===== src/rtl/synth_pkg.sv =====
// Shared types and helpers for the voice mixer: sample width, FSM state type
// and the signed saturation function used by the clip logic.
package synth_pkg;

    localparam int DATA_W = 16;

    typedef enum logic [1:0] {
        IDLE,
        ACCUM,
        SCALE,
        OUT
    } mixer_state_t;

    // Clamp a signed value to the range of a width-bit signed number.
    function automatic logic signed [DATA_W-1:0] sat_s(input logic signed [31:0] value,
                                                       input int width);
        logic signed [31:0] hi;
        logic signed [31:0] lo;
        hi = (32'sd1 <<< (width - 1)) - 32'sd1;
        lo = -hi - 32'sd1;
        if (value > hi) begin
            return DATA_W'(hi);
        end else if (value < lo) begin
            return DATA_W'(lo);
        end
        return DATA_W'(value);
    endfunction

endpackage


===== src/rtl/mix_scaler.sv =====
// Combinational headroom shift, master-volume multiply and output clip.
// MIXER_SATURATE_EN selects clamping; otherwise the result wraps to DATA_W bits.
module mix_scaler #(
    parameter int DATA_W    = synth_pkg::DATA_W,
    parameter int ACC_W     = DATA_W + 3,
    parameter int VOL_W     = 8,
    parameter int MIX_SHIFT = 2
) (
    input  logic [ACC_W-1:0]  acc,
    input  logic [VOL_W-1:0]  volume,
    output logic [DATA_W-1:0] sample
);
    import synth_pkg::*;

    localparam int P_W = ACC_W + VOL_W + 1;

    logic signed [ACC_W-1:0] shifted;
    logic signed [P_W-1:0]   prod;
    logic signed [P_W-1:0]   r;

    always_comb begin
        shifted = $signed(acc) >>> MIX_SHIFT;
        // Volume is unsigned, so it gets a zero sign bit before the signed multiply.
        prod    = P_W'(shifted) * P_W'($signed({1'b0, volume}));
        r       = prod >>> VOL_W;
`ifdef MIXER_SATURATE_EN
        sample  = DATA_W'(sat_s(32'(r), DATA_W));
`else
        sample  = DATA_W'(r);
`endif
    end

endmodule


===== src/rtl/voice_mixer.sv =====
// Voice mixer: snapshots all voices on an accepted sample tick, sums them one per
// clock, scales via mix_scaler and presents the sample on a valid/ready handshake.
//
//  state | meaning
//  IDLE  | waiting for a sample tick
//  ACCUM | adding one snapshotted voice per clock
//  SCALE | shift/volume/clip of the sum into the output register
//  OUT   | sample_valid high until the consumer takes the sample
module voice_mixer #(
    parameter int NUM_VOICES = 8,
    parameter int DATA_W     = synth_pkg::DATA_W,
    parameter int VOL_W      = 8,
    parameter int MIX_SHIFT  = 2
) (
    input  logic                         Clk,
    input  logic                         Reset,
    input  logic                         sample_tick,
    input  logic [NUM_VOICES*DATA_W-1:0] voice_in,
    input  logic [NUM_VOICES-1:0]        voice_en,
    input  logic [VOL_W-1:0]             volume,
    output logic [DATA_W-1:0]            sample_out,
    output logic                         sample_valid,
    input  logic                         sample_ready,
    output logic [7:0]                   overrun_cnt
);
    import synth_pkg::*;

    localparam int IDX_W = $clog2(NUM_VOICES);
    localparam int ACC_W = DATA_W + IDX_W;
    localparam logic [IDX_W-1:0] LAST_IDX = IDX_W'(NUM_VOICES - 1);

    mixer_state_t                 state_q, state_d;
    logic [NUM_VOICES*DATA_W-1:0] voice_q, voice_d;
    logic [NUM_VOICES-1:0]        en_q, en_d;
    logic [VOL_W-1:0]             vol_q, vol_d;
    logic [ACC_W-1:0]             acc_q, acc_d;
    logic [IDX_W-1:0]             idx_q, idx_d;
    logic [DATA_W-1:0]            sample_q, sample_d;
    logic [7:0]                   ovr_q, ovr_d;

    logic                         accept;
    logic signed [DATA_W-1:0]     cur_voice;
    logic [DATA_W-1:0]            scaled;

    mix_scaler #(
        .DATA_W    (DATA_W),
        .ACC_W     (ACC_W),
        .VOL_W     (VOL_W),
        .MIX_SHIFT (MIX_SHIFT)
    ) u_scaler (
        .acc    (acc_q),
        .volume (vol_q),
        .sample (scaled)
    );

    always_comb begin
        accept    = sample_tick &&
                    ((state_q == IDLE) || ((state_q == OUT) && sample_ready));
        cur_voice = $signed(voice_q[int'(idx_q)*DATA_W +: DATA_W]);

        state_d  = state_q;
        voice_d  = voice_q;
        en_d     = en_q;
        vol_d    = vol_q;
        acc_d    = acc_q;
        idx_d    = idx_q;
        sample_d = sample_q;
        ovr_d    = ovr_q;

        if (sample_tick && !accept && (ovr_q != 8'hFF)) begin
            ovr_d = ovr_q + 8'd1;
        end

        case (state_q)
            IDLE: begin
                state_d = IDLE;
            end
            ACCUM: begin
                if (en_q[idx_q]) begin
                    acc_d = acc_q + ACC_W'(cur_voice);
                end
                idx_d = idx_q + IDX_W'(1);
                if (idx_q == LAST_IDX) begin
                    state_d = SCALE;
                end
            end
            SCALE: begin
                sample_d = scaled;
                state_d  = OUT;
            end
            OUT: begin
                if (sample_ready) begin
                    state_d = IDLE;
                end
            end
            default: begin
                state_d = IDLE;
            end
        endcase

        // An accepted tick overrides the OUT->IDLE return for back-to-back mixes.
        if (accept) begin
            voice_d = voice_in;
            en_d    = voice_en;
            vol_d   = volume;
            acc_d   = '0;
            idx_d   = '0;
            state_d = ACCUM;
        end
    end

    always_ff @(posedge Clk) begin
        if (Reset) begin
            state_q  <= IDLE;
            voice_q  <= '0;
            en_q     <= '0;
            vol_q    <= '0;
            acc_q    <= '0;
            idx_q    <= '0;
            sample_q <= '0;
            ovr_q    <= '0;
        end else begin
            state_q  <= state_d;
            voice_q  <= voice_d;
            en_q     <= en_d;
            vol_q    <= vol_d;
            acc_q    <= acc_d;
            idx_q    <= idx_d;
            sample_q <= sample_d;
            ovr_q    <= ovr_d;
        end
    end

    assign sample_out   = sample_q;
    assign sample_valid = (state_q == OUT);
    assign overrun_cnt  = ovr_q;

endmodule


===== config.mk =====
export PLATFORM = sky130hd
export DESIGN_NAME = voice_mixer
export DESIGN_NICKNAME = d
export VERILOG_FILES = /design/src/rtl/synth_pkg.sv /design/src/rtl/mix_scaler.sv /design/src/rtl/voice_mixer.sv
export SDC_FILE = /design/constraint.sdc
export NUM_CORES = 1
export LEC_CHECK = 0
export BUFFER_PORTS_ARGS = -buffer_cell sky130_fd_sc_hd__buf_2
export CORE_UTILIZATION = 47
export CTS_CLUSTER_DIAMETER = 60
export DETAILED_ROUTE_END_ITERATION = 16
export PLACE_DENSITY = 0.76
export RECOVER_POWER = 25
export REMOVE_ABC_BUFFERS = 1
export SYNTH_ARGS = -nofsm -noshare
export SYNTH_HDL_FRONTEND = slang
export SYNTH_HIERARCHICAL = 1
export SYNTH_SLANG_ARGS = --single-unit
export TNS_END_PERCENT = 50

===== constraint.sdc =====
create_clock -name Clk -period 4.9 [get_ports Clk]
set_clock_uncertainty 0.05 [all_clocks]
set_input_delay 0.49 -clock Clk [delete_from_list [all_inputs] [get_ports Clk]]
set_output_delay 0.49 -clock Clk [all_outputs]
set_load 0.03 [all_outputs]

; ---- Yosys cells after proc, flatten, opt, wreduce, memory -nomap -nowiden
; Index checks and enable logic that the tools add are counted.
[totals]
reg_bits = 192
in_bits = 148
output_inout_bits = 25
[classes]
multipliers = 1
muxes = 6
shifts = 1
add_sub_neg = 3
n_lt_le_gt_ge = 1
reduce_logical = 11
n_eq_ne = 9
[ops]
columns = operator, count
row1 = 128-bit by 8-bit indexed part select with 16-bit output, 1
row2 = 17-bit by 9-bit multiplier with 24-bit output, 1
row3 = 19-bit adder, 1
row4 = "8-bit by 1-bit adder with 8-bit output, second input constant", 1
row5 = "8-bit != test, second input constant", 1
row6 = 2-bit case mux with 4 select lines, 1
row7 = 2-bit AND reduction, 3
row8 = "2-bit == test, second input constant", 2
row9 = 1-bit logical AND, 4
row10 = "3-bit by 4-bit less-than comparator with 1-bit output, second input constant", 1
row11 = 2-bit two-way mux, 2
row12 = "3-bit by 1-bit adder with 3-bit output, second input constant", 1
row13 = 1-bit binary-select mux with 3-bit select, 1
row14 = "3-bit == test, second input constant", 1
row15 = "3-bit by 1-bit != test with 1-bit output, second input constant", 1
row16 = "3-bit != test, second input constant", 1
row17 = "2-bit by 1-bit == test with 1-bit output, second input constant", 1
row18 = 2-bit logical NOT, 1
row19 = 1-bit two-way mux, 2
row20 = "2-bit by 1-bit != test with 1-bit output, second input constant", 1
row21 = "2-bit != test, second input constant", 1
row22 = 2-bit OR reduction, 1
row23 = 1-bit logical NOT, 1
row24 = 1-bit logical OR, 1

; ---- Longest topological paths before layout
; Gate-level depths: netlist of the first run.
[logic_depth]
word_depth = 7
depth_mapped = 19
depth_no_buf = 18

; ---- Hierarchy
; Netlist of the first run, hierarchy kept.
[modules_own_cells]
columns = module, cells_each, seq_area_each_um2, area_per_inst_um2, n_inst
row1 = voice_mixer, 1020, 3843.7, 8652.0, 1
row2 = mix_scaler, 504, 0.0, 4344.2, 1

; ---- Least setup slack after synthesis of the first run
; OpenSTA, ideal clock, no wires.
[synth_path]
kind = register to register
startpoint = reg vol_q[2]
endpoint = reg sample_q[15] (netlist: sample_out[15])
n_path_buf = 2
setup_slack_ps = 187
stages_incl_launch_ff = 20
arrival_ps = 4536
synth_period_minus_slack_ps = 4713
path_cell_list = dfxtp_1 clkbuf_1 clkbuf_1 nand2_1 fa_1 inv_1 fa_1 fa_1 inv_1 fa_1 inv_1 ha_1 a21oi_1 o211ai_1 a31oi_4 o31ai_4 a311oi_2 xnor2_1 mux2i_1 nor2_1
[synth_between]
elab_chain_cells = 1
[synth_lines]
columns = item, line
row1 = start: declaration, voice_mixer.sv:35  ; logic [VOL_W-1:0] vol_q, vol_d;
row2 = start signal: assignment, voice_mixer.sv:126  ; vol_q <= vol_d;
row3 = 17-bit by 9-bit multiplier with 24-bit output, mix_scaler.sv:24  ; prod = P_W'(shifted) * P_W'($signed({1'b0, volume}));
row4 = via scaled[15], voice_mixer.sv:43  ; logic [DATA_W-1:0] scaled;
row5 = end signal: assignment, voice_mixer.sv:129  ; sample_q <= sample_d;
row6 = end: declaration, voice_mixer.sv:38  ; logic [DATA_W-1:0] sample_q, sample_d;
; The timed path passes the listed nets, and every way through them passes these cells.
; A chain may end at the register's enable or synchronous reset.

; ---- Worst setup path in the final report of the first run
[layout_path]
startpoint = reg vol_q[5]
endpoint = reg sample_q[8] (netlist: sample_out[8])
; The elaborated chain is that of the path after synthesis.

==> impl_metrics.csv, run 1 <==
group,metric,value,unit
flow_run,drv_cap,1,
status,outcome,"finished with violations",
placement,io_buffer_count,172,
route,wirelength,30000,um
setup_path,worstSetupPathType,"flop to flop",
synth,synthesis.area,0.0130,mm2
clock_network,cts_setup_buffers,0,
synth,synthArstFlopShare,0,%
grt,grt_pass1_vias,10672,
timing,max_freq,214,MHz
timing,final_max_slew_viol_count,42,
setup_path,cp_max_fo,13,
timing,hold_ws,0.219,ns
synth,avgSynthCellArea,8.53,um2
synth,ys_seq_area_share,29.6,%
clock_network,clkLatencyLatePin,0.45,ns
floorplanning,row_count,60,
synth,synth_top_area_share,29.6,%
floorplanning,die_area,0.0283,mm2
pwr,power_density,251,mW/mm2
grt,antenna_found_initial,0,
setup_path,cp_data_required_time,5.22,ns
placement,placed_area,0.0142,mm2
synth,synthCells,1524,
route,drtAntennaViolNets,0,
timing,setup_tns,0,ns
route,detail_route.vias_per_cell,5.25,
pwr,cellLeakagePower,6.59,nW
floorplanning,start_util,48.1,%
route,wl_per_cell,14.9,um
final_layout,fin_nets,1978,
route,vias,10570,
status,violations,"max-capacitance violations, max-slew violations",
clock_network,cts_buffer_depth,2,
pwr,p_total,0.00372,W
grt,groute.usage.overall,22.1,%
grt,grt_overflow,0,
synth,yosysWarnings,6,
route,dr.pass1.iters,5,
synth,synth_top_area_cell,"dfxtp_1",
placement,routabilityCongestion,0.875,
synth,yosysUniqueCellTypes,54,
final_layout,diodes,0,
pwr,peakVddDrop,242,uV
timing,fin_crit_sh,95.5,%
setup_path,cp-end-kind,"flop",
floorplanning,ioPinCount,173,
route,drt_iter0_markers,617,
timing,timing.slew.headroom,-11.2,%
synth,ys_dominant_reg_cell,"dfxtp_1",
synth,ys_ff_latch,192,
grt,grt_max_degree,107,
setup_path,cp.arrival,5.00,ns
timing,fin_crit,4.68,ns
clock_network,numCtsBuffers,17,
worst_hold_path,min_path_type,"input pin to flop",
clock_network,cts_tree,"done",
synth,synth_area_leaders,"dfxtp_1 30%, fa_1 16%, nand2_1 12%",
grt,grt_pass1_wl,50500,um
timing,rsz0062_at_grt,"false",
clock_network,clockRootBuffer,"clkbuf_16",
final_layout,fin_util,54.8,%
clock_network,clock_sinks,192,
timing,worst_pin_slew,1.67,ns
setup_path,start_kind,"flop",
floorplanning,dieWidth,168,um
clock_network,clk_pin_slew,0.09,ns
timing,setup_violations,0,
floorplanning,core_area,0.0270,mm2
final_layout,synthToLayoutAreaGrowth,13.9,%
floorplanning,die_height,168,um
final_layout,n_fill_cell,2488,
route,drc,0,
placement,hpwlAfterDp,22400,um
clock_network,cts_max_level,4,
final_layout,design_area,0.0148,mm2
synth,synth_edf_count,0,
timing,hold_viol,0,
final_layout,final_layout_size_suffix_gt1_share,17.1,%
==> cell usage in the layout, fill, tap and decap left out, drive strengths merged, types with 6 or more instances in the layout <==
cell type  Yosys  final
a21o           8      8
a21oi        184    184
a31oi          9      9
and2          58     58
buf           16    173
clkbuf        67     42
clkinv         0      6
dfxtp        192    192
fa           103    103
ha            69     69
inv          148    157
mux2          16     16
mux2i         27     27
mux4          34     34
nand2        408    408
nand3         11     11
nand4          7      7
nor2          51     51
nor2b          7      7
nor3          11     11
o21ai         16     16
xnor2         24     24
xor2          15     15
==> through the flow <==
step | instances | setup slack (ns)
CTS | 2012 | 0.00640
floorplan | 1441 | -2.42
finish | 2012 | 0.221
global route | 2012 | 0.000659
global placement | 1980 | 0.133
detailed placement | 1980 | -0.000543
==> cells by family (layout without fill, tap and decap cells) <==
kind of cell,after synthesis,after routing,synth area share [%]
multiplexers,77,77,9.39
buffers and inverters,231,378,6.79
flip-flops,192,192,29.6
adder cells (fa/ha/maj),172,172,22.5
XOR/XNOR,39,39,2.63
AND/OR/NAND/NOR,571,571,18.6
AO/OA/AOI/OAI,242,242,10.6
==> critical path, cell delays in order, from the launching register on <==
cell and delay (ns):
dfxtp_2 0.46, nand2_1 0.11, fa_1 0.55, inv_1 0.05
fa_1 0.47, fa_1 0.54, inv_1 0.05, fa_1 0.52
inv_1 0.04, ha_1 0.34, a21oi_1 0.22, o211ai_1 0.17
a31oi_4 0.26, o21ai_0 0.18, a21oi_1 0.24, xnor2_1 0.14
mux2i_1 0.09, nor2_1 0.12
==> where the power goes <==
group / internal (W) / total (W) / switching, W
sequential: 0.00166 / 0.00173 / 0.0000729
clock: 0.000709 / 0.00147 / 0.000757
combinational: 0.000213 / 0.000519 / 0.000306
==> area by class of cell <==
class / instances / area, um2 / share of cell area, %
clock buffer: 17 / 425 / 2.87
clock inverter: 15 / 198 / 1.34
inverter: 148 / 556 / 3.75
multi-input combinational: 1101 / 8280 / 56.0
sequential: 192 / 3870 / 26.2
tap: 341 / 427 / 2.88
timing repair buffer: 198 / 1040 / 7.03
==> registers in the layout (all words and copies together), names as in the netlist <==
name and count:
acc_q 19, vol_q 8, en_q 8, voice_q 128
overrun_cnt 8, idx_q 3, sample_out 16, state_q 2
==> path summary, 6_finish.rpt <==
check                                  start  cells after the start  slack [ns]       endpoint
worst min-delay path            voice_in[55]                      3        0.22    voice_q[55]
worst max register to register      vol_q[5]                     17        0.22  sample_out[8]
worst max-delay path                vol_q[5]                     17        0.22  sample_out[8]
worst min register to register   voice_q[70]                      2        0.41    voice_q[70]
==> cell usage after synthesis (8+ instances only) <==
cell,instances
dfxtp_1,192
fa_1,103
mux2i_1,27
buf_1,9
mux4_2,34
nor2_1,51
xnor2_1,24
nor3_1,11
ha_1,69
a21o_1,8
o21ai_0,8
mux2_2,15
nand3_1,11
xor2_1,15
clkbuf_1,67
and2_1,57
inv_1,148
a21oi_1,184
nand2_1,408
a31oi_1,8
==> repair_timing <==
action / 4_1_cts / 5_1_grt
cloned: 0 / 0
setup endpoints to repair: 1 / 11
pin swaps: 0 / 2
hold buffers: 0 / 0
resized for setup: 1 / 19
==> layer usage <==
metal	GRT usage, %	part of all wire, %	up-vias	wire [um]
met4	6.68	1.8	0	549
met3	3.22	4.9	47	1460
met1	29.0	45	5028	13500
met2	37.7	48	300	14400
li1	-	-	5195	-
met5	0	0	-	0
Note: power is estimated with default switching activity, not from simulation.
==> inputs of run 2 (changes only) <==
--- a/config.mk
+++ b/config.mk
@@ -10,7 +10,7 @@
 export CTS_CLUSTER_DIAMETER = 60
 export DETAILED_ROUTE_END_ITERATION = 16
 export PLACE_DENSITY = 0.76
-export RECOVER_POWER = 25
+export RECOVER_POWER = 100
 export REMOVE_ABC_BUFFERS = 1
 export SYNTH_ARGS = -nofsm -noshare
 export SYNTH_HDL_FRONTEND = slang
==> run 2 against run 1 <==
- the flow still finishes with violations (max-capacitance violations, max-slew violations)
- worst setup slack got worse by 0.030 ns
- sequential share of layout area barely moved
- non-clock buffer count did not move
- hold slack improved by 0.0015 ns
- fmax fell by 0.63%
- core utilization fell by 0.051 points
- combinational power barely moved
==> impl_metrics.csv, run 2 (synthesis gave the netlist of run 1 again) <==
group,metric,value,unit
clock_network,cts_max_level,4,
placement,routabilityCongestion,0.875,
setup_path,worstReg2RegStart,"vol_q[0]",
route,drt_iter0_markers,581,
placement,placed_area,0.0142,mm2
pwr,p_total,0.00372,W
final_layout,layout_common_cells,"408 x nand2_1, 184 x a21oi_1, 175 x dfxtp_1, 148 x inv_1, 146 x buf_2",
timing,max_freq,212,MHz
worst_hold_path,worstHoldStart,"voice_in[36]",
setup_path,cp.arrival,4.98,ns
setup_path,cp_data_required_time,5.17,ns
status,violations,"max-capacitance violations, max-slew violations",
pwr,cellLeakagePower,6.58,nW
grt,groute.usage.overall,22.1,%
worst_hold_path,worst_hold_path.num_cells,3,
clock_network,clock_sinks,192,
route,detail_route.vias_per_cell,5.25,
grt,grt_pass1_vias,10672,
final_layout,diodes,0,
floorplanning,die_area,0.0283,mm2
clock_network,cts_tree,"done",
setup_path,r2r_end,"sample_out[14]",
final_layout,design_area,0.0148,mm2
setup_path,rrSetupSlack,0.19,ns
timing,final_max_slew_viol_count,42,
setup_path,cp_max_fo,11,
final_layout,fin_nets,1978,
clock_network,cts_buffer_depth,2,
route,drtAntennaViolNets,0,
grt,grt_overflow,0,
final_layout,final_layout_size_suffix_gt1_share,16.8,%
grt,antenna_found_initial,0,
final_layout,max_flop_register,"voice_q",
floorplanning,dieWidth,168,um
timing,hold_viol,0,
floorplanning,die_height,168,um
placement,dpl_worst_slack,-0.000543,ns
route,wirelength,30000,um
clock_network,clockRootBuffer,"clkbuf_16",
timing,hold_ws,0.221,ns
setup_path,cp-end-kind,"flop",
grt,grt_max_degree,107,
route,vias,10569,
timing,fin_crit_sh,96.1,%
clock_network,numCtsBuffers,17,
pwr,power_density,251,mW/mm2
clock_network,clkLatencyLatePin,0.45,ns
clock_network,cts_hold_buf,0,
worst_hold_path,hold-path-endpoint,"voice_q[36]",
final_layout,largest_register_ffs,128,
final_layout,final_common_cell,"nand2_1",
setup_path,start_kind,"flop",
floorplanning,ioPinCount,173,
floorplanning,row_count,60,
timing,worst_pin_slew,1.68,ns
final_layout,fin_util,54.7,%
placement,hpwlAfterDp,22400,um
setup_path,rr_worst_depth,18,
worst_hold_path,min_path_type,"input pin to flop",
clock_network,clk_pin_slew,0.09,ns
route,dr.pass1.iters,5,
floorplanning,start_util,48.1,%
flow_run,drv_cap,1,
timing,setup_violations,0,
status,outcome,"finished with violations",
route,drc,0,
final_layout,synthToLayoutAreaGrowth,13.8,%
floorplanning,core_area,0.0270,mm2
grt,grt_pass1_wl,50500,um
timing,setup_slack,0.192,ns
placement,io_buffer_count,172,
pwr,peakVddDrop,242,uV
route,wl_per_cell,14.9,um
timing,fin_crit,4.71,ns
timing,rsz0062_at_grt,"false",
timing,timing.slew.headroom,-11.9,%
setup_path,worstSetupPathType,"flop to flop",
-- run 2: worst max path at each step --
stage	from	to	slack [ns]	cells after the start
floorplan	state_q[1]	acc_q[17]	-2.42	7
global placement	vol_q[4]	sample_out[15]	0.13	17
detailed placement	vol_q[4]	sample_out[15]	-0.0005	17
CTS	vol_q[3]	sample_out[15]	0.006	17
global route	acc_q[15]	sample_out[15]	0.002	17
finish	vol_q[0]	sample_out[14]	0.19	18
-- run 2: report_power, final --
| group | switching [W] | leakage, nW | internal, W | total, W |
|---|---|---|---|---|
| Clock | 0.000756 | 0.303 | 0.000709 | 0.00146 |
| Sequential | 0.0000727 | 1.58 | 0.00166 | 0.00173 |
| Combinational | 0.000306 | 4.70 | 0.000213 | 0.000519 |
-- run 2: layer usage --
metal  wire length [um]  vias to the layer above  GRT usage, %
li1                   -                     5200             -
met1              13500                     5006          29.0
met2              14400                      319          37.7
met3               1540                       44          3.22
met4                528                        0          6.68
met5                  0                        -             0
-- run 2: layout make-up --
cell class | count | area (um2)
clock inverters | 15 | 198
clock buffers | 17 | 425
fillers | 2493 | 12200
multi-input cells | 1101 | 8270
well taps | 341 | 427
inverters | 148 | 556
flip-flops and latches | 192 | 3870
repair buffers | 198 | 1040
-- run 2: repair_timing --
item | CTS | global route
pin swaps | 0 | 2
setup buffers | 0 | 0
gates resized for setup | 1 | 19
endpoints found under the setup margin | 1 | 11
-- run 2: critical path: stages (launching register included) --
cell,delay (ns)
dfxtp_2,0.40
buf_4,0.20
nand2_1,0.08
fa_1,0.48
inv_1,0.05
fa_1,0.49
fa_1,0.49
inv_1,0.05
fa_1,0.52
inv_1,0.04
ha_1,0.37
a21oi_1,0.11
o211ai_1,0.27
a31oi_4,0.09
o31ai_1,0.39
a31oi_1,0.16
xnor2_1,0.14
mux2i_1,0.13
nor2_1,0.05
-- run 2: stage by stage --
stage / cells / TNS (ns)
6_report: 2012 / 0
5_1_grt: 2012 / 0
4_1_cts: 2012 / 0
3_5_place_dp: 1980 / -0.000543
3_3_place_gp: 1980 / 0
2_1_floorplan: 1441 / -174.29
